[src/rtl/stopwatch_bcd_pkg.sv]
// stopwatch_bcd_pkg: shared state encodings and BCD constants for the stopwatch
package stopwatch_bcd_pkg;
  typedef enum logic [1:0] {
    ST_IDLE  = 2'b00,
    ST_RUN   = 2'b01,
    ST_PAUSE = 2'b10
  } state_t;
  localparam int unsigned BCD_W = 4;
  localparam logic [BCD_W-1:0] BCD_MAX = 4'd9;
  localparam int unsigned SEC_TENS_MAX_DEF = 5;
endpackage

[src/rtl/stopwatch_bcd_if.sv]
// stopwatch_bcd_if: tick/button inputs and BCD display outputs of the stopwatch
interface stopwatch_bcd_if;
  import stopwatch_bcd_pkg::*;
  logic tick_in;
  logic btn_ss;
  logic btn_clr;
  logic [BCD_W-1:0] cs_ones;
  logic [BCD_W-1:0] cs_tens;
  logic [BCD_W-1:0] sec_ones;
  logic [BCD_W-1:0] sec_tens;
  logic running;
  logic wrap;
  modport master (
    output tick_in, btn_ss, btn_clr,
    input  cs_ones, cs_tens, sec_ones, sec_tens, running, wrap
  );
  modport slave (
    input  tick_in, btn_ss, btn_clr,
    output cs_ones, cs_tens, sec_ones, sec_tens, running, wrap
  );
endinterface

[src/rtl/stopwatch_bcd_digit_cnt.sv]
// bcd_digit_cnt: one BCD digit counting 0..MAX with combinational carry-out
module bcd_digit_cnt import stopwatch_bcd_pkg::*; #(
  parameter logic [BCD_W-1:0] MAX = BCD_MAX
) (
  input  logic             clk_ref,
  input  logic             rst,
  input  logic             clr,
  input  logic             inc,
  output logic [BCD_W-1:0] q,
  output logic             carry
);
  assign carry = inc & (q == MAX);
  always_ff @(posedge clk_ref)
    if (!rst || clr) q <= '0;
    else if (inc) q <= (q == MAX) ? '0 : q + 4'd1;
endmodule

[src/rtl/stopwatch_bcd.sv]
// stopwatch_bcd: start/stop/clear stopwatch counting SS.CC in BCD from divided-clock edges
module stopwatch_bcd import stopwatch_bcd_pkg::*; #(
  parameter int unsigned SEC_TENS_MAX = SEC_TENS_MAX_DEF,
  parameter bit          EDGE_FALL    = 1'b0
) (
  input  logic           clk_ref,
  input  logic           rst,
  stopwatch_bcd_if.slave sw
);
  state_t state, nxt;
  logic tick_d, btn_ss_d, btn_clr_d;
  logic tick_edge, ss_press, clr_press, cnt, clr;
  logic [3:0] c;
  assign tick_edge = EDGE_FALL ? (~sw.tick_in & tick_d) : (sw.tick_in & ~tick_d);
  assign ss_press  = sw.btn_ss & ~btn_ss_d;
  assign clr_press = sw.btn_clr & ~btn_clr_d;
  assign cnt       = (state == ST_RUN) & tick_edge;
  assign clr       = (state == ST_PAUSE) & clr_press;
  always_comb
    nxt = state == ST_IDLE  ? (ss_press ? ST_RUN : ST_IDLE) :
          state == ST_RUN   ? (ss_press ? ST_PAUSE : ST_RUN) :
          state == ST_PAUSE ? (clr_press ? ST_IDLE : ss_press ? ST_RUN : ST_PAUSE) :
                              ST_IDLE;
  // Button history resets high so a button held through reset is not a press
  always_ff @(posedge clk_ref)
    if (!rst) begin
      state      <= ST_IDLE;
      sw.running <= 1'b0;
      sw.wrap    <= 1'b0;
      tick_d     <= 1'b0;
      btn_ss_d   <= 1'b1;
      btn_clr_d  <= 1'b1;
    end else begin
      state      <= nxt;
      sw.running <= nxt == ST_RUN;
      sw.wrap    <= c[3];
      tick_d     <= sw.tick_in;
      btn_ss_d   <= sw.btn_ss;
      btn_clr_d  <= sw.btn_clr;
    end
  bcd_digit_cnt #(.MAX(BCD_MAX)) u_cs_ones (
    .clk_ref(clk_ref), .rst(rst), .clr(clr), .inc(cnt),  .q(sw.cs_ones),  .carry(c[0])
  );
  bcd_digit_cnt #(.MAX(BCD_MAX)) u_cs_tens (
    .clk_ref(clk_ref), .rst(rst), .clr(clr), .inc(c[0]), .q(sw.cs_tens),  .carry(c[1])
  );
  bcd_digit_cnt #(.MAX(BCD_MAX)) u_sec_ones (
    .clk_ref(clk_ref), .rst(rst), .clr(clr), .inc(c[1]), .q(sw.sec_ones), .carry(c[2])
  );
  bcd_digit_cnt #(.MAX(BCD_W'(SEC_TENS_MAX))) u_sec_tens (
    .clk_ref(clk_ref), .rst(rst), .clr(clr), .inc(c[2]), .q(sw.sec_tens), .carry(c[3])
  );
endmodule
[src/flat_wrapper.sv]
// flat-port wrapper written by rule: the top's interface ports become plain ports
module stopwatch_bcd_flat import stopwatch_bcd_pkg::*;
#(
  parameter int unsigned SEC_TENS_MAX = SEC_TENS_MAX_DEF,
  parameter bit          EDGE_FALL    = 1'b0
)
  (clk_ref, rst, sw_tick_in, sw_btn_ss, sw_btn_clr, sw_cs_ones, sw_cs_tens, sw_sec_ones, sw_sec_tens, sw_running, sw_wrap);
  stopwatch_bcd_if sw_i ();
  input  logic clk_ref;
  input  logic rst;
  input wire logic [$bits(sw_i.tick_in)-1:0] sw_tick_in;
  input wire logic [$bits(sw_i.btn_ss)-1:0] sw_btn_ss;
  input wire logic [$bits(sw_i.btn_clr)-1:0] sw_btn_clr;
  output wire logic [$bits(sw_i.cs_ones)-1:0] sw_cs_ones;
  output wire logic [$bits(sw_i.cs_tens)-1:0] sw_cs_tens;
  output wire logic [$bits(sw_i.sec_ones)-1:0] sw_sec_ones;
  output wire logic [$bits(sw_i.sec_tens)-1:0] sw_sec_tens;
  output wire logic [$bits(sw_i.running)-1:0] sw_running;
  output wire logic [$bits(sw_i.wrap)-1:0] sw_wrap;
  assign sw_i.tick_in = sw_tick_in;
  assign sw_i.btn_ss = sw_btn_ss;
  assign sw_i.btn_clr = sw_btn_clr;
  assign sw_cs_ones = sw_i.cs_ones;
  assign sw_cs_tens = sw_i.cs_tens;
  assign sw_sec_ones = sw_i.sec_ones;
  assign sw_sec_tens = sw_i.sec_tens;
  assign sw_running = sw_i.running;
  assign sw_wrap = sw_i.wrap;
  stopwatch_bcd #(.SEC_TENS_MAX(SEC_TENS_MAX), .EDGE_FALL(EDGE_FALL)) u_core (.clk_ref(clk_ref), .rst(rst), .sw(sw_i));
endmodule
[config.mk]
export PLATFORM = sky130hd
export DESIGN_NAME = stopwatch_bcd_flat
export DESIGN_NICKNAME = d
export VERILOG_FILES = /design/src/rtl/stopwatch_bcd_pkg.sv /design/src/rtl/stopwatch_bcd_if.sv /design/src/rtl/stopwatch_bcd_digit_cnt.sv /design/src/rtl/stopwatch_bcd.sv /design/src/flat_wrapper.sv
export SDC_FILE = /design/constraint.sdc
export NUM_CORES = 1
export LEC_CHECK = 0
export BUFFER_PORTS_ARGS = -buffer_cell sky130_fd_sc_hd__buf_2
export CAP_MARGIN = 20
export CORE_MARGIN = 4
export CORE_UTILIZATION = 45
export CTS_CLUSTER_DIAMETER = 50
export DETAILED_ROUTE_END_ITERATION = 16
export PLACE_DENSITY_LB_ADDON = 0.12
export REMOVE_ABC_BUFFERS = 1
export SLEW_MARGIN = 20
export SYNTH_ARGS = -nofsm -noshare
export SYNTH_HDL_FRONTEND = slang
export SYNTH_SLANG_ARGS = --single-unit
[constraint.sdc]
create_clock -name clk_ref -period 1.7 [get_ports clk_ref]
set_input_delay 0.17 -clock clk_ref [delete_from_list [all_inputs] [get_ports clk_ref]]
set_output_delay 0.17 -clock clk_ref [all_outputs]
set_load 0.01 [all_outputs]
==> results of run 1 <==
[cell usage after synthesis, types with 2 or more instances]
cell type	number
dfxtp_1	23
nor2_1	12
nand2_1	10
a21oi_1	7
nor2b_1	7
nand2b_1	6
o21ai_0	5
o21a_1	4
inv_1	3
mux2i_1	3
nand3_1	3
nand4_1	3
or3_1	3
xor2_1	3
a31oi_1	2
nor3_1	2
nor3b_1	2
or4_1	2
xnor2_1	2
[repair_timing]
action / CTS / global route
endpoints found under the setup margin: 0 / 5
buffers inserted: 0 / 2
resized for setup: 0 / 2
hold buffers: 0 / 0
[flip-flops by register name, summed over array words and instances, names as in the netlist, 2 cells and up]
signal               cells
u_core.u_sec_tens.q      4
u_core.state             2
u_core.u_cs_tens.q       4
u_core.u_sec_ones.q      4
u_core.u_cs_ones.q       4
[power by group through the flow]
stage / registers, mW / clock network [mW] / logic [mW]
detailed placement: 0.562 / 0 / 0.0406
CTS: 0.550 / 0.270 / 0.0407
finish: 0.550 / 0.261 / 0.0401
global route: 0.551 / 0.292 / 0.0460
floorplan: 0.562 / 0 / 0.0190
global placement: 0.561 / 0 / 0.0401
[cell families (layout without fill, tap and decap cells)]
logic type	Yosys count	count (layout)	synth area share
compound gates	24	24	0.142
buf+inv	5	42	0.0213
xor+xnor	5	5	0.0415
flops	23	23	0.436
mux	3	3	0.0284
simple gates	58	58	0.331
[how the worst min path moves through the flow]
stage,end,cells after the start
2_1_floorplan,u_core.btn_clr_d$_SDFF_PN1_,1
3_3_place_gp,u_core.btn_ss_d$_SDFF_PN1_,2
3_5_place_dp,u_core.btn_clr_d$_SDFF_PN1_,2
4_1_cts,u_core.btn_clr_d$_SDFF_PN1_,2
5_1_grt,u_core.btn_ss_d$_SDFF_PN1_,2
6_report,u_core.btn_clr_d$_SDFF_PN1_,2
[cells in the final DEF (no fill, tap or decap), drive strengths merged, types with 2 or more instances in the layout]
master	netlist	layout
nor2b	7	7
o21ai	6	6
or4	2	2
and4bb	3	3
xnor2	2	2
mux2i	3	3
nand4	3	3
inv	3	3
nor2	12	12
buf	1	35
nor3	2	2
a31oi	2	2
nor3b	2	2
clkbuf	1	3
o21a	4	4
or3	3	3
xor2	3	3
nand2b	6	6
dfxtp	23	23
nand3	4	4
nand2	10	10
a21oi	7	7
[critical path: stages, from the launching register on]
cell and delay, ps:
dfxtp_1 360, and4bb_2 370, nand3_4 110, or4_1 510, a21oi_1 160
[routing by layer]
metal / up-vias / track usage
met2: 19 / 0.254
met5: - / 0
li1: 492 / -
met3: 4 / 0.0230
met1: 444 / 0.187
met4: 0 / 0.0746
[area by class of cell]
type / instances / area share
clock buffers: 3 / 0.0170
clock inverters: 1 / 0.00568
inverters: 3 / 0.00851
multi-input cells: 90 / 0.437
flip-flops and latches: 23 / 0.348
well taps: 28 / 0.0265
repair buffers: 35 / 0.157
[per-stage QoR]
stage,util,setup WS [ps]
after detailed placement,0.570,103
after floorplan,-,109
after CTS,0.583,61.5
after global placement,0.570,123
final,0.592,125
after global routing,0.592,13.9
==> impl_results.md, run 1 <==
* Setup TNS at 0 ps
* Wl on met1 at 1020 µm
* Clock tree buffer depth at 2
* Root Driver: clkbuf_4
* Maximum clock rate at 635 MHz
* Worst setup EP type: flip-flop
* Hold_ws at 52.3 ps
* Die X at 56.4 µm
* Final worst-path cycle share at 0.926
* Via density at 5.24
* Layout Cells excl Fill at between 150 and 200
* Register area share after synthesis at 0.436
* Avg Cell Area, Syn at 8.95 µm²
* Final instance area at 0.00132 mm²
* Worst setup path category: flip-flop to flip-flop
* Hold WC Path Type: input pin to flip-flop
* CP startpoint kind: flip-flop
* Clk sinks at 23
* Slew HR at 0.780
* Tot Pwr at 0.850 mW
* WL met3 at 80 µm
* GRT overflow at 0
* Clk_lat worst skew at 310 ps
* GRT Total Usage at 0.152
* Vias in the first global route at 906
* Final net count at between 150 and 200
* Top sig layer: met4
* Starting density of the core at 0.473
* Antenna diode count at 0
* NetSw at between 0.15 and 0.2 mW
* WL met2 at about 1100 µm
* Synthesis-stage register bit count at 23
* Storage cell area at 460 µm²
* RR Endpoint: u_core.u_sec_tens.q[1]$_SDFFE_PP0P_
* TritonRoute pass-1 iters at 4
* Largest area contributor in the netlist: dfxtp_1
* Number of remaining DRC errors at 0
* Post-DR wirelength/cell at around 12 µm
* Comb pwr share at 0.047
* Filler Cell Count at 222
* Total core area at approximately 0.0022 mm²
* Status: complete, no violations
* TritonCTS buffer count at 3
* # port buffers at 22
* Setup Skew at ~8 ps
* Sequential share of power at 0.646
* Initial antenna violation count at 0
* Unrepaired setup endpoints after global routing: false
* Final number of max-transition violations at 0
* Share of cells above drive strength 1 at 0.290
* # rows at 17
* Critical path fanouts, max at 5
* P per Cell Area at 643 mW/mm²
* Worst-Margin Slew at 328 ps
* Main flop type after synthesis: dfxtp_1
* Share of the synthesized area in the top cell type at 0.436
* Final hold vios at 0
* Worst EP arrival at 1830 ps
* # Max-Cap Violations at 0
* Critical Path Source: u_core.state[1]$_SDFF_PN0_
* Fin crit period at ~1600 ps
* Synth cell types at 35
* Int Power at 0.655 mW
* Setup crit end: u_core.u_sec_tens.q[1]$_SDFFE_PP0P_
* Hold Crit Start: sw_btn_clr
* Dpl cells at around 180
* Reg-to-reg slack, setup at between 100 and 150 ps
* Gate Count Post-Synth at 118
* Remaining antenna violation count at 0
* Area of the multi-input gates at 578 µm²
* VDD IR max at between 0.0005 and 0.0006 V
* Leak Pwr at 0.549 nW
* Pin count of the biggest net entering global routing at 15
* Die ar. at approximately 0.0032 mm²
* Reg2reg path depth at 4
* H-tree depth at 1
* Async set or reset register ratio after synthesis at 0
* First-pass GRT wire length at 3930 µm
* Detailed Route Iter0 Violations at 11
* Clk pwr share at 0.307
* Placed instance area at 0.00127 mm²
* Die Ht at 56.4 µm
* EDFF count, synth at 0
* Setup Viol. Count Final at 0
* WP data required at 1960 ps
* Mapped Area at roughly 0.0011 mm²
* Area Overhead vs Synth at 25.2%
* Area contributors post-synth: dfxtp_1 (44%), nor2_1 (4.3%), nor2b_1 (4.1%)
* Sw frac at 0.229
* Synth warn at 0
* Gpl congestion at 0.728
* CTS tree: yes
* Clk slew on worst S/H paths at 140 ps
* Worst R2R Start: u_core.state[1]$_SDFF_PN0_
* Drt total wl at 2200 µm
* Placed wire-length estimate at 1700 µm
* Via Count at 959
* IO Pins at 23
No activity file was read; power rests on OpenSTA's default activity.
==> inputs of run 2 (changes only) <==
--- a/config.mk
+++ b/config.mk
@@ -13,6 +13,7 @@
 export DETAILED_ROUTE_END_ITERATION = 16
 export PLACE_DENSITY_LB_ADDON = 0.12
 export REMOVE_ABC_BUFFERS = 1
+export SETUP_SLACK_MARGIN = 0.4
 export SLEW_MARGIN = 20
 export SYNTH_ARGS = -nofsm -noshare
 export SYNTH_HDL_FRONTEND = slang
==> run 2 against run 1 <==
  * Cell area is 13% higher
  * Hold slack got worse by 2.6 ps
  * Register-to-register slack gained 50 ps
  * Fmax is 3.6% higher
  * Die area is the same
  * Critical endpoint is now u_core.u_cs_ones.q[3]$_SDFFE_PP0N_
  * Combinational power grew 25%
  * Non-clock buffer count increased by 11
==> impl_results.md, run 2 (synthesized netlist as in run 1, its figures left out) <==
* Status: complete, no violations
* Layout Cells excl Fill at ~190
* Hold endpoint: u_core.btn_clr_d$_SDFF_PN1_
* Root Driver: clkbuf_4
* Starting density of the core at 0.473
* Worst setup path category: flip-flop to flip-flop
* Final WS setup at 180 ps
* Gpl congestion at ~0.73
* Vias in the first global route at 1035
* H-tree depth at 1
* Clock tree buffer depth at 2
* Final hold vios at 0
* Sw frac at 0.234
* Reg2reg path depth at 8
* GRT overflow at 0
* Dpl ws at between 100 and 150 ps
* Final net count at 172
* Slew HR at 0.752
* GRT Total Usage at 0.171
* Post-DR wirelength/cell at 12.7 µm
* Worst-path cell chain: and4bb_2, buf_6, buf_6, buf_6, buf_6, nand2_4, nand4bb_1, a31oi_1
* TritonRoute pass-1 iters at 4
* Placed wire-length estimate at 1700 µm
* Clk_lat worst skew at 320 ps
* Area Overhead vs Synth at 41.4%
* P per Cell Area at 579 mW/mm²
* WP data required at roughly 2000 ps
* Tot Pwr at 0.865 mW
* Post-layout util at 0.668
* Clk slew on worst S/H paths at 140 ps
* Total core area at 0.00223 mm²
* Most frequent CP cell: buf_6
* # Max-Cap Violations at 0
* Most common cell after layout, fill and taps aside: buf_2
* Worst-Margin Slew at 370 ps
* Setup TNS at 0 ps
* Via density at between 5 and 6
* Antenna diode count at 0
* Final number of max-transition violations at 0
* Hold_ws at 49.7 ps
* # rows at 17
* Via Count at between 1k and 1.5k
* Fin crit period at about 1500 ps
* Initial antenna violation count at 0
* Setup Skew at 4.99 ps
* VDD IR max at 0.000396 V
* First-pass GRT wire length at 4400 µm
* Worst EP arrival at 1770 ps
* Worst setup EP type: flip-flop
* Clk pwr share at 0.306
* Hold path depth at 2
* Die Ht at about 56 µm
* Number of remaining DRC errors at 0
* Int Power at 0.662 mW
* Commonest cells after routing, fill and taps aside: buf_2 (22), buf_4 (18), dfxtp_1 (16)
* Final instance area at 0.00149 mm²
* Reg-to-reg slack, setup at around 180 ps
* Sequential share of power at 0.636
* CTS tree: yes
* Clk sinks at 23
* IO Pins at 23
* Critical path fanouts, max at 4
* Detailed Route Iter0 Violations at 15
* Share of cells above drive strength 1 at 0.434
* Unrepaired setup endpoints after global routing: true
* RR Endpoint: u_core.u_cs_ones.q[3]$_SDFFE_PP0N_
* Count of hold-fix buffers inserted at cts at 0
* Die ar. at 0.00319 mm²
* Leak Pwr at roughly 0.64 nW
* Largest stage delay, worst path at 360 ps
* TritonCTS buffer count at 3
* Placed instance area at 0.00127 mm²
* Hold Crit Start: sw_btn_clr
* Area of the multi-input gates at 634 µm²
* Hold WC Path Type: input pin to flip-flop
* Storage cell area at 469 µm²
* Final worst-path cycle share at 0.894
* Crit-path slowest cell: and4bb_2
* Maximum clock rate at roughly 660 MHz
* Drt total wl at 2470 µm
* CP startpoint kind: flip-flop
* Setup Viol. Count Final at 0
* Comb pwr share at 0.058
* Pin count of the biggest net entering global routing at 15
* Worst R2R Start: u_core.state[1]$_SDFF_PN0_
* Die X at 56.4 µm
* NetSw at roughly 0.20 mW
* Dpl cells at 177
* # port buffers at 22
* Remaining antenna violation count at 0
* Filler Cell Count at between 200 and 250
## run 2: cell types whose count changed in the layout (fill, tap and decap cells not counted), moves of 2 or more
cell,before,now
a21oi_1,7,5
nand3_1,3,1
buf_6,0,6
dfxtp_1,23,16
dfxtp_2,0,7
a21oi_2,0,2
nand2_1,10,8
buf_4,13,18
## run 2: layout make-up
type / count / share of cell area
clock buffer: 3 / 0.0151
clock inverter: 1 / 0.00503
inverter: 3 / 0.00754
multi-input combinational: 90 / 0.425
sequential: 23 / 0.314
tap: 28 / 0.0235
timing repair buffer: 46 / 0.210
## run 2: power groups by stage
stage	combinational [mW]	clock, mW	sequential (mW)
2_1_floorplan	0.0190	0	0.562
3_3_place_gp	0.0401	0	0.561
3_5_place_dp	0.0406	0	0.562
4_1_cts	0.0472	0.270	0.550
5_1_grt	0.0560	0.297	0.551
6_report	0.0503	0.264	0.550
## run 2: worst max path at each step
stage | from | end | slack (ps) | depth (start not counted)
final | u_core.state[1]$_SDFF_PN0_ | u_core.u_cs_ones.q[3]$_SDFFE_PP0N_ | 180 | 8
after global routing | u_core.state[1]$_SDFF_PN0_ | u_core.u_sec_ones.q[3]$_SDFFE_PP0N_ | 50 | 5
after CTS | u_core.u_cs_ones.q[1]$_SDFFE_PP0N_ | u_core.u_sec_tens.q[1]$_SDFFE_PP0P_ | 200 | 4
after floorplan | u_core.state[1]$_SDFF_PN0_ | u_core.u_sec_tens.q[1]$_SDFFE_PP0P_ | 110 | 4
after global placement | u_core.u_sec_ones.q[1]$_SDFFE_PP0N_ | u_core.u_sec_tens.q[1]$_SDFFE_PP0P_ | 120 | 4
after detailed placement | u_core.state[1]$_SDFF_PN0_ | u_core.u_sec_ones.q[1]$_SDFFE_PP0N_ | 100 | 4
## run 2: layer usage
metal,GRT usage,part of all wire
met3,0.0322,0.034
met5,0,0
met2,0.299,0.49
met4,0.0881,0.023
met1,0.196,0.45
## run 2: worst max-delay path: cells and delay by family, from the launching register on
family / cells / cell delay [ps]
compound gates: 1 / 160
flops: 1 / 350
buf+inv: 4 / 380
simple gates: 3 / 570
## run 2: timing repair
item,in CTS,in global routing
pin swaps,14,12
resized for setup,17,10
endpoints found under the setup margin,11,17
setup buffers,10,3
==> inputs of run 3 (changes only) <==
--- a/config.mk
+++ b/config.mk
@@ -11,7 +11,7 @@
 export CORE_UTILIZATION = 45
 export CTS_CLUSTER_DIAMETER = 50
 export DETAILED_ROUTE_END_ITERATION = 16
-export PLACE_DENSITY_LB_ADDON = 0.12
+export PLACE_DENSITY = 0.77
 export REMOVE_ABC_BUFFERS = 1
 export SETUP_SLACK_MARGIN = 0.4
 export SLEW_MARGIN = 20
==> run 3 against run 2 <==
  * Non-clock buffer count shrank 9
  * Clock power about the same
  * Power shrank 1.2%
  * Sequential cell count unchanged
  * Register-to-register slack worse by 120 ps
  * Cell area fell by 3.4%
  * Clock skew increased by 1.8 ps
  * Utilization fell by 2.3 points
  * Combinational power shrank 16%
  * Highest routed layer unchanged
  * Sequential power down 0.9%
==> impl_results.md, run 3 (synthesized netlist as in run 1, its figures left out) <==
* Status: complete, no violations
* Pin count of the biggest net entering global routing at 15
* P per Cell Area at 592 mW/mm²
* Reg2reg path depth at 5
* Most common cell after layout, fill and taps aside: buf_2
* GRT Total Usage at 0.151
* Count of hold-fix buffers inserted at cts at 0
* VDD IR max at 0.000450 V
* Final net count at 163
* Final hold vios at 0
* Setup Viol. Count Final at 0
* H-tree depth at 1
* Maximum clock rate at 608 MHz
* Via Count at between 900 and 1k
* Placed instance area at 0.00123 mm²
* # rows at 17
* Worst EP arrival at approximately 1900 ps
* GRT overflow at 0
* Sw frac at 0.236
* Area Overhead vs Synth at 36.5%
* Hold WC Path Type: input pin to flip-flop
* # Max-Cap Violations at 0
* Die ar. at 0.00319 mm²
* Slew HR at 0.802
* Setup TNS at 0 ps
* Final instance area at 0.00144 mm²
* Int Power at 0.652 mW
* Largest stage delay, worst path at 390 ps
* Leak Pwr at 0.580 nW
* TritonRoute pass-1 iters at 4
* Hold Crit Start: sw_btn_ss
* Grt met2 use at 0.243
* NetSw at 0.202 mW
* Worst setup path category: flip-flop to flip-flop
* Gpl congestion at between 0.7 and 0.8
* Remaining antenna violation count at 0
* Fin crit period at 1640 ps
* Comb pwr share at 0.050
* Clock tree buffer depth at 2
* RR Endpoint: u_core.u_sec_tens.q[0]$_SDFFE_PP0P_
* Critical path fanouts, max at 6
* Root Driver: clkbuf_4
* Commonest cells after routing, fill and taps aside: buf_2 (22), dfxtp_1 (16), nor2_1 (12), buf_4 (12), nand2_1 (10)
* Post-DR wirelength/cell at 12.8 µm
* Via density at between 5 and 6
* Sequential share of power at 0.638
* Clk_lat worst skew at 320 ps
* Detailed Route Iter0 Violations at 26
* CP startpoint kind: flip-flop
* Dpl ws at roughly 90 ps
* Number of remaining DRC errors at 0
* Starting density of the core at 0.473
* Worst setup EP type: flip-flop
* Post-layout util at 0.645
* TritonCTS buffer count at 3
* Worst-path cell chain: and4bb_4, nand4_1, buf_4, or3_1, a21oi_1
* Tot Pwr at roughly 0.85 mW
* WP data required at 1960 ps
* Share of cells above drive strength 1 at 0.408
* Crit-path slowest cell: dfxtp_4
* Met1 Use GR at 0.188
* First-pass GRT wire length at between 3000 and 4000 µm
* Die X at about 56 µm
* Drt total wl at 2370 µm
* Initial antenna violation count at 0
* Hold path depth at 2
* Worst R2R Start: u_core.u_cs_ones.q[2]$_SDFFE_PP0N_
* Final number of max-transition violations at 0
* Hold endpoint: u_core.btn_ss_d$_SDFF_PN1_
* Unrepaired setup endpoints after global routing: true
* Final worst-path cycle share at 0.967
* IO Pins at 23
* Die Ht at 56.4 µm
* Clk sinks at 23
* Setup Skew at 6.75 ps
* Vias in the first global route at just under 900
* Global routing met3 resource utilization at 0.0414
* # port buffers at 22
* Antenna diode count at 0
* Total core area at 0.00223 mm²
* Clk pwr share at 0.312
* Placed wire-length estimate at 1480 µm
* CTS tree: yes
* Worst-Margin Slew at between 200 and 300 ps
* Reg-to-reg slack, setup at 60 ps
* Clk slew on worst S/H paths at 140 ps
* Final WS setup at 55.7 ps
* Most used routing layer: met2
-- run 3: cell count changes in the layout (fill, tap and decap cells not counted), moves of 2 or more --
cell and change:
dfxtp_4 +3, buf_6 -3, nand2_1 +2, dfxtp_2 -3, buf_4 -6
-- run 3: how the worst max path moves through the flow --
stage                                       start                                  end  slack, ps  depth (start not counted)
6_report       u_core.u_cs_ones.q[2]$_SDFFE_PP0N_  u_core.u_sec_tens.q[0]$_SDFFE_PP0P_         60                          5
5_1_grt        u_core.u_cs_ones.q[2]$_SDFFE_PP0N_  u_core.u_sec_tens.q[0]$_SDFFE_PP0P_        -20                          5
4_1_cts        u_core.u_cs_ones.q[1]$_SDFFE_PP0N_  u_core.u_sec_ones.q[1]$_SDFFE_PP0N_        180                          4
3_5_place_dp   u_core.u_cs_ones.q[2]$_SDFFE_PP0N_  u_core.u_sec_tens.q[3]$_SDFFE_PP0P_         90                          4
3_3_place_gp   u_core.u_cs_ones.q[2]$_SDFFE_PP0N_  u_core.u_sec_tens.q[3]$_SDFFE_PP0P_        140                          4
2_1_floorplan          u_core.state[1]$_SDFF_PN0_  u_core.u_sec_tens.q[1]$_SDFFE_PP0P_        110                          4
-- run 3: area by class of cell --
class / instances / area, µm²
Timing Repair Buffer: 37 / 234
Sequential cell: 23 / 477
Tap cell: 28 / 35.0
Multi-Input combinational cell: 90 / 654
Clock inverter: 1 / 7.51
Fill cell: 182 / 792
Inverter: 3 / 11.3
Clock buffer: 3 / 22.5
-- run 3: layer usage --
metal / vias up / part of all wire
li1: 501 / -
met5: - / 0
met2: 25 / 0.47
met3: 6 / 0.051
met1: 444 / 0.46
met4: 0 / 0.014
-- run 3: timing repair --
item,4_1_cts,5_1_grt
endpoints found under the setup margin,11,15
buffers inserted,6,3
gates resized for setup,17,13
pin swaps,14,6
-- run 3: power by group through the flow --
stage | clock (mW) | combinational (mW) | sequential (mW)
after floorplan | 0 | 0.0190 | 0.562
after global placement | 0 | 0.0393 | 0.561
after detailed placement | 0 | 0.0405 | 0.561
after CTS | 0.274 | 0.0410 | 0.546
after global routing | 0.305 | 0.0469 | 0.546
final | 0.267 | 0.0425 | 0.545
-- run 3: critical path, delay by kind of cell (launching register included) --
family                 cells  cell delay, ps
and+or+nand+nor            3             860
DFF                        1             390
buffers and inverters      1             220
AOI/OAI and AO/OA          1             120
-- run 3: through the flow --
| stage | hold slack, ps | cells |
|---|---|---|
| after floorplan | 243 | 116 |
| after global placement | 379 | 172 |
| after detailed placement | 383 | 172 |
| after CTS | 38.5 | 182 |
| after global routing | 37.2 | 185 |
| final | 42.8 | 185 |
